## src/rtl/mips16_pkg.sv

```systemverilog
// Shared constants and types for the MIPS16 pipeline interrupt controller.
//   PC_W         : program-counter width
//   INT_VECTOR   : handler entry address loaded on interrupt acknowledge
//   DRAIN_CYCLES : cycles spent flushing the front end before vectoring
//   int_state_e  : interrupt controller FSM encoding
//   int_ctrl_t   : bundle of one-bit pipeline control outputs
package mips16_pkg;

  localparam int unsigned PC_W         = 16;
  localparam int unsigned DRAIN_CYCLES = 3;
  localparam int unsigned DRAIN_CNT_W  = 2;

  localparam logic [PC_W-1:0] INT_VECTOR = 16'h0040;

  typedef enum logic [2:0] {
    ST_IDLE    = 3'd0,
    ST_DRAIN   = 3'd1,
    ST_VECTOR  = 3'd2,
    ST_SERVICE = 3'd3,
    ST_RETURN  = 3'd4
  } int_state_e;

  typedef struct packed {
    logic stall_pc;
    logic flush_if_id;
    logic flush_id_ex;
    logic pc_load;
    logic int_active;
    logic int_ack;
  } int_ctrl_t;

endpackage

```

## src/rtl/int_edge_latch.sv

```systemverilog
// Rising-edge detector and sticky pending flag for the external interrupt.
//   clk, reset   : clock, synchronous active-low reset
//   i_interrupt  : raw interrupt request level
//   i_clr        : acknowledge; clears pending
//   o_pending    : an edge has been seen and not yet acknowledged
module int_edge_latch (
  input  logic clk,
  input  logic reset,
  input  logic i_interrupt,
  input  logic i_clr,
  output logic o_pending
);

  logic r_hist;
  logic r_pending;
  logic w_edge;

  // History resets low so a request already high after reset counts as an edge.
  assign w_edge = i_interrupt & ~r_hist;

  // A new edge on the acknowledge cycle wins so the request is not lost.
  always_ff @(posedge clk) begin
    if (!reset) begin
      r_hist    <= 1'b0;
      r_pending <= 1'b0;
    end else begin
      r_hist <= i_interrupt;
      if (w_edge) begin
        r_pending <= 1'b1;
      end else if (i_clr) begin
        r_pending <= 1'b0;
      end
    end
  end

  assign o_pending = r_pending;

endmodule

```

## src/rtl/pipeline_int_ctrl.sv

```systemverilog
// Pipeline interrupt controller: drains the front end, vectors to the handler,
// and restores the interrupted PC on return-from-interrupt.
//   clk, reset                  : clock, synchronous active-low reset
//   interrupt                   : external request (rising edge is the event)
//   ei_dec, di_dec, reti_dec    : decode-stage enable/disable/return pulses
//   branch_pending              : unresolved control transfer; defers entry
//   resume_pc                   : PC of the instruction in ID
//   stall_pc, flush_if_id,
//   flush_id_ex                 : pipeline hold/kill controls
//   pc_load, pc_next            : PC override strobe and target
//   epc                         : saved return address
//   int_active, int_ack, ie     : in-handler flag, acknowledge, enable flag
module pipeline_int_ctrl
  import mips16_pkg::*;
(
  input  logic            clk,
  input  logic            reset,
  input  logic            interrupt,
  input  logic            ei_dec,
  input  logic            di_dec,
  input  logic            reti_dec,
  input  logic            branch_pending,
  input  logic [PC_W-1:0] resume_pc,
  output logic            stall_pc,
  output logic            flush_if_id,
  output logic            flush_id_ex,
  output logic            pc_load,
  output logic [PC_W-1:0] pc_next,
  output logic [PC_W-1:0] epc,
  output logic            int_active,
  output logic            int_ack,
  output logic            ie
);

  int_state_e             r_state;
  int_state_e             w_state_nxt;
  logic [DRAIN_CNT_W-1:0] r_cnt;
  logic [DRAIN_CNT_W-1:0] w_cnt_nxt;
  logic                   r_ie;
  logic                   w_ie_nxt;
  logic [PC_W-1:0]        r_epc;
  logic [PC_W-1:0]        w_epc_nxt;
  int_ctrl_t              r_ctrl;
  int_ctrl_t              w_ctrl_nxt;
  logic [PC_W-1:0]        r_pc_next;
  logic [PC_W-1:0]        w_pc_next_nxt;
  logic                   w_pending;
  logic                   w_ack_c;

  // Pending is consumed on the cycle the acknowledge is presented.
  assign w_ack_c = (r_state == ST_VECTOR);

  int_edge_latch u_edge (
    .clk         (clk),
    .reset       (reset),
    .i_interrupt (interrupt),
    .i_clr       (w_ack_c),
    .o_pending   (w_pending)
  );

  // State, flags and registered outputs.
  always_ff @(posedge clk) begin
    if (!reset) begin
      r_state   <= ST_IDLE;
      r_cnt     <= '0;
      r_ie      <= 1'b0;
      r_epc     <= '0;
      r_ctrl    <= '0;
      r_pc_next <= '0;
    end else begin
      r_state   <= w_state_nxt;
      r_cnt     <= w_cnt_nxt;
      r_ie      <= w_ie_nxt;
      r_epc     <= w_epc_nxt;
      r_ctrl    <= w_ctrl_nxt;
      r_pc_next <= w_pc_next_nxt;
    end
  end

  // Next state, flag updates, and outputs decoded from the next state so the
  // registered outputs line up with the state they describe.
  always_comb begin
    w_state_nxt   = r_state;
    w_cnt_nxt     = r_cnt;
    w_ie_nxt      = r_ie;
    w_epc_nxt     = r_epc;
    w_ctrl_nxt    = '0;
    w_pc_next_nxt = '0;

    case (r_state)
      ST_IDLE: begin
        if (di_dec) begin
          w_ie_nxt = 1'b0;
        end else if (ei_dec) begin
          w_ie_nxt = 1'b1;
        end
        if (w_pending && r_ie && !di_dec && !branch_pending) begin
          w_state_nxt = ST_DRAIN;
          w_cnt_nxt   = '0;
          w_epc_nxt   = resume_pc;
        end
      end
      ST_DRAIN: begin
        if (r_cnt == DRAIN_CNT_W'(DRAIN_CYCLES - 1)) begin
          w_state_nxt = ST_VECTOR;
          w_cnt_nxt   = '0;
        end else begin
          w_cnt_nxt = r_cnt + DRAIN_CNT_W'(1);
        end
      end
      ST_VECTOR: begin
        w_ie_nxt    = 1'b0;
        w_state_nxt = ST_SERVICE;
      end
      ST_SERVICE: begin
        if (reti_dec) begin
          w_state_nxt = ST_RETURN;
        end
      end
      ST_RETURN: begin
        w_ie_nxt    = 1'b1;
        w_state_nxt = ST_IDLE;
      end
      default: begin
        w_state_nxt = ST_IDLE;
      end
    endcase

    case (w_state_nxt)
      ST_DRAIN: begin
        w_ctrl_nxt.stall_pc    = 1'b1;
        w_ctrl_nxt.flush_if_id = 1'b1;
        w_ctrl_nxt.flush_id_ex = 1'b1;
      end
      ST_VECTOR: begin
        w_ctrl_nxt.pc_load = 1'b1;
        w_ctrl_nxt.int_ack = 1'b1;
        w_pc_next_nxt      = INT_VECTOR;
      end
      ST_SERVICE: begin
        w_ctrl_nxt.int_active = 1'b1;
      end
      ST_RETURN: begin
        w_ctrl_nxt.pc_load     = 1'b1;
        w_ctrl_nxt.flush_if_id = 1'b1;
        w_ctrl_nxt.int_active  = 1'b1;
        w_pc_next_nxt          = w_epc_nxt;
      end
      default: begin
      end
    endcase
  end

  assign stall_pc    = r_ctrl.stall_pc;
  assign flush_if_id = r_ctrl.flush_if_id;
  assign flush_id_ex = r_ctrl.flush_id_ex;
  assign pc_load     = r_ctrl.pc_load;
  assign int_active  = r_ctrl.int_active;
  assign int_ack     = r_ctrl.int_ack;
  assign pc_next     = r_pc_next;
  assign epc         = r_epc;
  assign ie          = r_ie;

endmodule

```

## config.mk

```make
export PLATFORM = sky130hd
export DESIGN_NAME = pipeline_int_ctrl
export DESIGN_NICKNAME = d
export VERILOG_FILES = /design/src/rtl/mips16_pkg.sv /design/src/rtl/int_edge_latch.sv /design/src/rtl/pipeline_int_ctrl.sv
export SDC_FILE = /design/constraint.sdc
export NUM_CORES = 1
export LEC_CHECK = 0
export ABC_AREA = 1
export ABC_CLOCK_PERIOD_IN_PS = 1600
export CAP_MARGIN = 10
export CELL_PAD_IN_SITES_DETAIL_PLACEMENT = 0
export CELL_PAD_IN_SITES_GLOBAL_PLACEMENT = 1
export CORE_MARGIN = 4
export CORE_UTILIZATION = 31
export DETAILED_ROUTE_END_ITERATION = 8
export GPL_ROUTABILITY_DRIVEN = 0
export PLACE_DENSITY = 0.77
export SYNTH_ARGS = -nofsm -noshare
export SYNTH_HDL_FRONTEND = slang
export SYNTH_SLANG_ARGS = --single-unit
```

## constraint.sdc

```tcl
create_clock -name clk -period 1.6 [get_ports clk]
set_input_delay 0.24 -clock clk [delete_from_list [all_inputs] [get_ports clk]]
set_output_delay 0.24 -clock clk [all_outputs]
set_load 0.05 [all_outputs]
```

==> results of run 1 <==
## metal layers
layer  share of wire (%)  track usage (%)
met5                   0                0
met4                 1.6             4.98
met3                 9.9             5.75
met2                  43             19.3
met1                  46             16.2
## cells by family (layout without fill, tap and decap cells)
| kind of cell | Yosys count | count (layout) | synth area share (%) |
|---|---|---|---|
| AND/OR/NAND/NOR | 90 | 90 | 30.2 |
| flip-flops | 45 | 45 | 52.7 |
| AO/OA/AOI/OAI | 14 | 14 | 4.32 |
| buffers and inverters | 54 | 123 | 12.8 |
## how the worst max path moves through the flow
stage	from	end	cells past startpoint
finish	di_dec	epc[6]	7
floorplan	ie	pc_next[2]	6
global route	r_state[0]	flush_if_id	4
CTS	r_state[0]	flush_if_id	4
global placement	di_dec	epc[6]	7
detailed placement	di_dec	epc[6]	7
## registers in the layout, indices dropped and copies added (netlist names), 2 cells and up
name,flops
epc,16
r_cnt,2
pc_next,16
r_state,3
## area by class of cell
| type | count | area, um2 |
|---|---|---|
| fill | 541 | 2830 |
| sequential | 45 | 902 |
| multi-input combinational | 104 | 591 |
| timing repair buffer | 70 | 581 |
| inverter | 47 | 176 |
| tap | 70 | 87.6 |
| clock buffer | 5 | 68.8 |
| clock inverter | 1 | 5.00 |
## power breakdown
part | leakage (nW) | internal (W) | switching (W)
Combinational | 0.794 | 0.0000876 | 0.0000878
Sequential | 0.364 | 0.00113 | 0.00000826
Clock | 0.0399 | 0.000288 | 0.000359
## per-stage QoR
stage                     worst slack, ns  std cells  util (%)
after global placement             0.0306        336      44.6
after CTS                           0.296        342      46.0
final                               0.323        342      46.0
after floorplan                     0.162        203         -
after global routing                0.210        342      46.0
after detailed placement           0.0117        336      44.6
## worst max-delay path: stages
cell             delay [ns]
clkdlybuf4s50_1        0.42
inv_1                  0.06
nand2_1                0.05
nor2_2                 0.17
buf_4                  0.24
nand3_1                0.11
and3_1                 0.17
## layout by cell type (no fill, tap or decap)
cell             instances
buf_4                   48
inv_1                   45
dfxtp_1                 44
nor2_1                  24
clkdlybuf4s50_1         22
nand2_1                 19
nand3b_1                15
nand2_2                  9
nand3_2                  9
nand3_1                  8
a21oi_1                  8
clkbuf_8                 5
o21ai_0                  4
clkinv_1                 1
nor3_2                   1
inv_2                    1
nor3_4                   1
nor2_2                   1
nand2_4                  1
o22ai_1                  1
and3_1                   1
nand4_1                  1
o211ai_1                 1
clkinv_2                 1
dfxtp_2                  1
==> flow_summary.json, run 1 <==
{
  "syn_inst": 203,
  "dpl_cell_area_um2": 2340,
  "r2r_end": "flush_if_id",
  "ctsResizeCount": 0,
  "hpwl_mm": 2.90,
  "coreArea_um2": 5240,
  "critPathKind": "in2reg",
  "power_w": 0.00196,
  "diodes": 0,
  "grt_first_pass_wirelength_mm": 6.51,
  "grt-ovfl-total": 0,
  "nets": 296,
  "drt-total-wl_mm": 3.88,
  "synth_ff_type": "dfxtp_1",
  "ys_top_cells_by_area": "dfxtp_1, inv_1, nand3b_1, nand3_2, nor2_1",
  "cts_tree": "done",
  "period_share_pct": 79.8,
  "dieArea_um2": 6770,
  "reg2reg_from": "r_state[0]",
  "stdcell_area_um2": 2410,
  "synth_area_um2": 1710,
  "dieHeight_um": 82.3,
  "drc": 0,
  "synthArstFlopShare_pct": 0,
  "fmax_mhz": 783,
  "min_period_ns": 1.28,
  "status": "finished clean",
  "initial_core_util_pct": 32.7,
  "cts_sinks": 45,
  "cp_max_fo": 14,
  "hold_path_depth": 1,
  "syn_area_per_cell_um2": 8.43,
  "syn-num-nets": 226,
  "synth_commonest_cells": "dfxtp_1, inv_1, nor2_1",
  "io_pins": 62,
  "htree_levels": 2,
  "tns_ns": 0,
  "critPathArrivalTime_ns": 1.46,
  "grt_pass1_vias": 1415,
  "rsz0062_at_grt": "false",
  "ff2ff_path_depth": 4,
  "holdBufCountCts": 0,
  "r2r_setup_slack_ns": 0.33,
  "critPathCaptureType": "flop",
  "slew_violations": 0,
  "worstPathRequired_ns": 1.79,
  "hold_path.startpoint": "u_edge.r_hist",
  "ys_seq_area_share_pct": 52.7,
  "whs_ns": 0.437,
  "clock_latency_ns": 0.29,
  "clock-skew-final_ns": 0.00746,
  "path_clk_slew_ns": 0.07,
  "cts_made_buffers": 5,
  "yosysTopAreaCellShare_pct": 52.7,
  "post_cts_buffers": 0,
  "tightest_slew_ns": 0.342,
  "startpoint_type": "input pin",
  "cap_violations": 0,
  "io_buffers": 61,
  "firstDrtPassIters": 4,
  "synth_edf_count": 0,
  "finalSetupViolations": 0,
  "max-clock-path-buffers": 2,
  "wl_per_cell_um": 11.3,
  "ys_warn_count": 0,
  "grt_use_total_pct": 12.9,
  "rows": 26,
  "grt_max_degree": 19,
  "hold_viol_final": 0,
  "antenna_found_initial": 0,
  "synth_cell_type_count": 24,
  "yosysTopAreaCell": "dfxtp_1",
  "slew_headroom_pct": 77.2,
  "die_w_um": 82.3,
  "whs_endpoint": "u_edge.o_pending",
  "hold_path.class": "reg2reg",
  "cts_root_buf": "clkbuf_8",
  "ant_nets": 0,
  "powerDensity_nw_per_um2": 815,
  "drt_iter0_drc": 39,
  "drive_above_1_share_pct": 28.7,
  "area_delta_synth_final_pct": 41.0,
  "vias_per_cell": 4.16,
  "leakage_nw": 1.20,
  "ir_worst_vdd_mv": 0.363,
  "via_count": 1423,
  "yosys_register_bits": 45
}
Note: power is estimated with default switching activity, not from simulation.
==> inputs of run 2 (changes only) <==
- ABC_CLOCK_PERIOD_IN_PS: 1600 -> 1200
- clock period: 1.6 -> 1.2 ns (I/O delays scaled with it)
==> run 2 against run 1 <==
Net effect: global-route usage grew 0.85 points; wire length grew 16%; combinational power grew 71%; clock skew shrank 0.0026 ns; clock power grew 40%; core utilization grew 14 points; setup slack lost 0.32 ns; total power grew 39%; final area grew 30%; critical path depth shrank 1; largest cell class is now non-clock buffers.
==> flow_summary.json, run 2 (synthesis gave the netlist of run 1 again) <==
{
  "slew_headroom_pct": 83.0,
  "finalSetupViolations": 0,
  "antenna_found_initial": 1,
  "via_count": 1497,
  "ff2ff_path_depth": 6,
  "io_pins": 62,
  "drt_iter0_drc": 41,
  "min_period_ns": 1.20,
  "reg2reg_from": "r_state[1]",
  "worstPathRequired_ns": 1.39,
  "cts_root_buf": "clkbuf_8",
  "p_clk_share_pct": 33.1,
  "startpoint_type": "flop",
  "place_ws_ns": -0.326,
  "mostFrequentLayoutCell": "inv_1",
  "cts_tree": "done",
  "drive_above_1_share_pct": 37.1,
  "critPathArrivalTime_ns": 1.38,
  "wl_per_cell_um": 12.7,
  "dieArea_um2": 6770,
  "critPathKind": "reg2reg",
  "htree_levels": 2,
  "powerDensity_nw_per_um2": 871,
  "cap_violations": 0,
  "tightest_slew_ns": 0.254,
  "p_sw_w": 0.000642,
  "slew_violations": 0,
  "nets": 305,
  "rows": 26,
  "ir_worst_vdd_mv": 0.565,
  "vias_per_cell": 4.23,
  "startpoint": "r_state[1]",
  "area_delta_synth_final_pct": 83.3,
  "comb_power_share_pct": 11.0,
  "hpwl_mm": 3.21,
  "drt-total-wl_mm": 4.49,
  "switching_share_pct": 23.5,
  "clock_latency_ns": 0.29,
  "power_w": 0.00273,
  "whs_ns": 0.295,
  "drc": 0,
  "cts_sinks": 45,
  "rsz0062_at_grt": "true",
  "internal-power_w": 0.00209,
  "die_w_um": 82.3,
  "status": "finished clean",
  "layout_setup_ws_ns": 0.00391,
  "max-clock-path-buffers": 2,
  "holdBufCountCts": 0,
  "cp_max_fo": 6,
  "grt_first_pass_wirelength_mm": 6.91,
  "period_share_pct": 99.7,
  "hold_viol_final": 0,
  "r2r_end": "pc_next[7]",
  "pwr-share-seq_pct": 55.9,
  "firstDrtPassIters": 4,
  "stdcell_area_um2": 3140,
  "dieHeight_um": 82.3,
  "fmax_mhz": 836,
  "coreArea_um2": 5240,
  "path_clk_slew_ns": 0.08,
  "dpl_cell_area_um2": 2920,
  "crit_path_end": "pc_next[7]",
  "initial_core_util_pct": 32.7,
  "ant_nets": 0,
  "grt-ovfl-total": 0,
  "final_cell_mix": "inv_1, buf_12, dfxtp_1",
  "hold_path.class": "in2reg",
  "grt_pass1_vias": 1466,
  "critPathCaptureType": "flop",
  "clock-skew-final_ns": 0.00483,
  "io_buffers": 61,
  "r2r_setup_slack_ns": 0.004,
  "grt_max_degree": 21,
  "cts_made_buffers": 5,
  "leakage_nw": 1.41,
  "grt_use_total_pct": 13.8
}
run 2: worst min path at each step:
stage	cells after the start	end	slack, ns	startpoint
finish	5	ie	0.29	di_dec
global route	5	ie	0.32	di_dec
CTS	1	u_edge.o_pending	0.44	u_edge.r_hist
detailed placement	1	u_edge.o_pending	0.43	u_edge.r_hist
global placement	1	u_edge.o_pending	0.42	u_edge.r_hist
floorplan	2	u_edge.r_hist	0.29	interrupt
run 2: timing repair:
item | 4_1_cts | 5_1_grt
setup endpoints to repair | 22 | 33
pin swaps | 4 | 6
setup buffers | 0 | 1
cloned | 0 | 2
gates resized for setup | 6 | 21
run 2: area by class of cell:
| type | instances | area (um2) |
|---|---|---|
| repair buffers | 78 | 1200 |
| inverters | 47 | 179 |
| flip-flops and latches | 45 | 910 |
| diodes | 1 | 2.50 |
| clock buffers | 7 | 76.3 |
| fillers | 439 | 2100 |
| multi-input cells | 105 | 678 |
| clock inverters | 1 | 6.26 |
| well taps | 70 | 87.6 |
run 2: routing by layer:
metal  wire (um)  part of all wire [%]  global-route usage (%)
met5           0                     0                       0
met1        1770                    39                    15.1
met4          61                   1.4                    4.98
met3         483                    11                    7.81
met2        2180                    48                    22.1
run 2: power groups by stage:
stage          clock network [W]  logic [W]  registers [W]
2_1_floorplan                  0  0.0000800        0.00160
3_5_place_dp                   0   0.000283        0.00156
4_1_cts                 0.000950   0.000286        0.00153
5_1_grt                  0.00103   0.000319        0.00153
6_report                0.000905   0.000299        0.00153
3_3_place_gp                   0   0.000281        0.00156
run 2: through the flow:
step	utilization [%]	TNS (ns)	std cells
2_1_floorplan	-	0	203
3_3_place_gp	55.7	-8.20	342
3_5_place_dp	55.7	-9.46	342
4_1_cts	57.8	0	350
5_1_grt	59.9	-0.797	354
6_report	59.9	0	354
run 2: worst max-delay path: stages, from the launching register on:
cell and delay (ns):
dfxtp_2 0.34, nor3_4 0.21, buf_12 0.16, clkbuf_16 0.15, nand3b_1 0.09, nand3_2 0.09
nor2_1 0.04
==> inputs of run 3 (changes only) <==
- CAP_MARGIN: 10 -> default
==> results of run 3 <==
No change in the layout: final DEF, timing and power equal those of run 2.
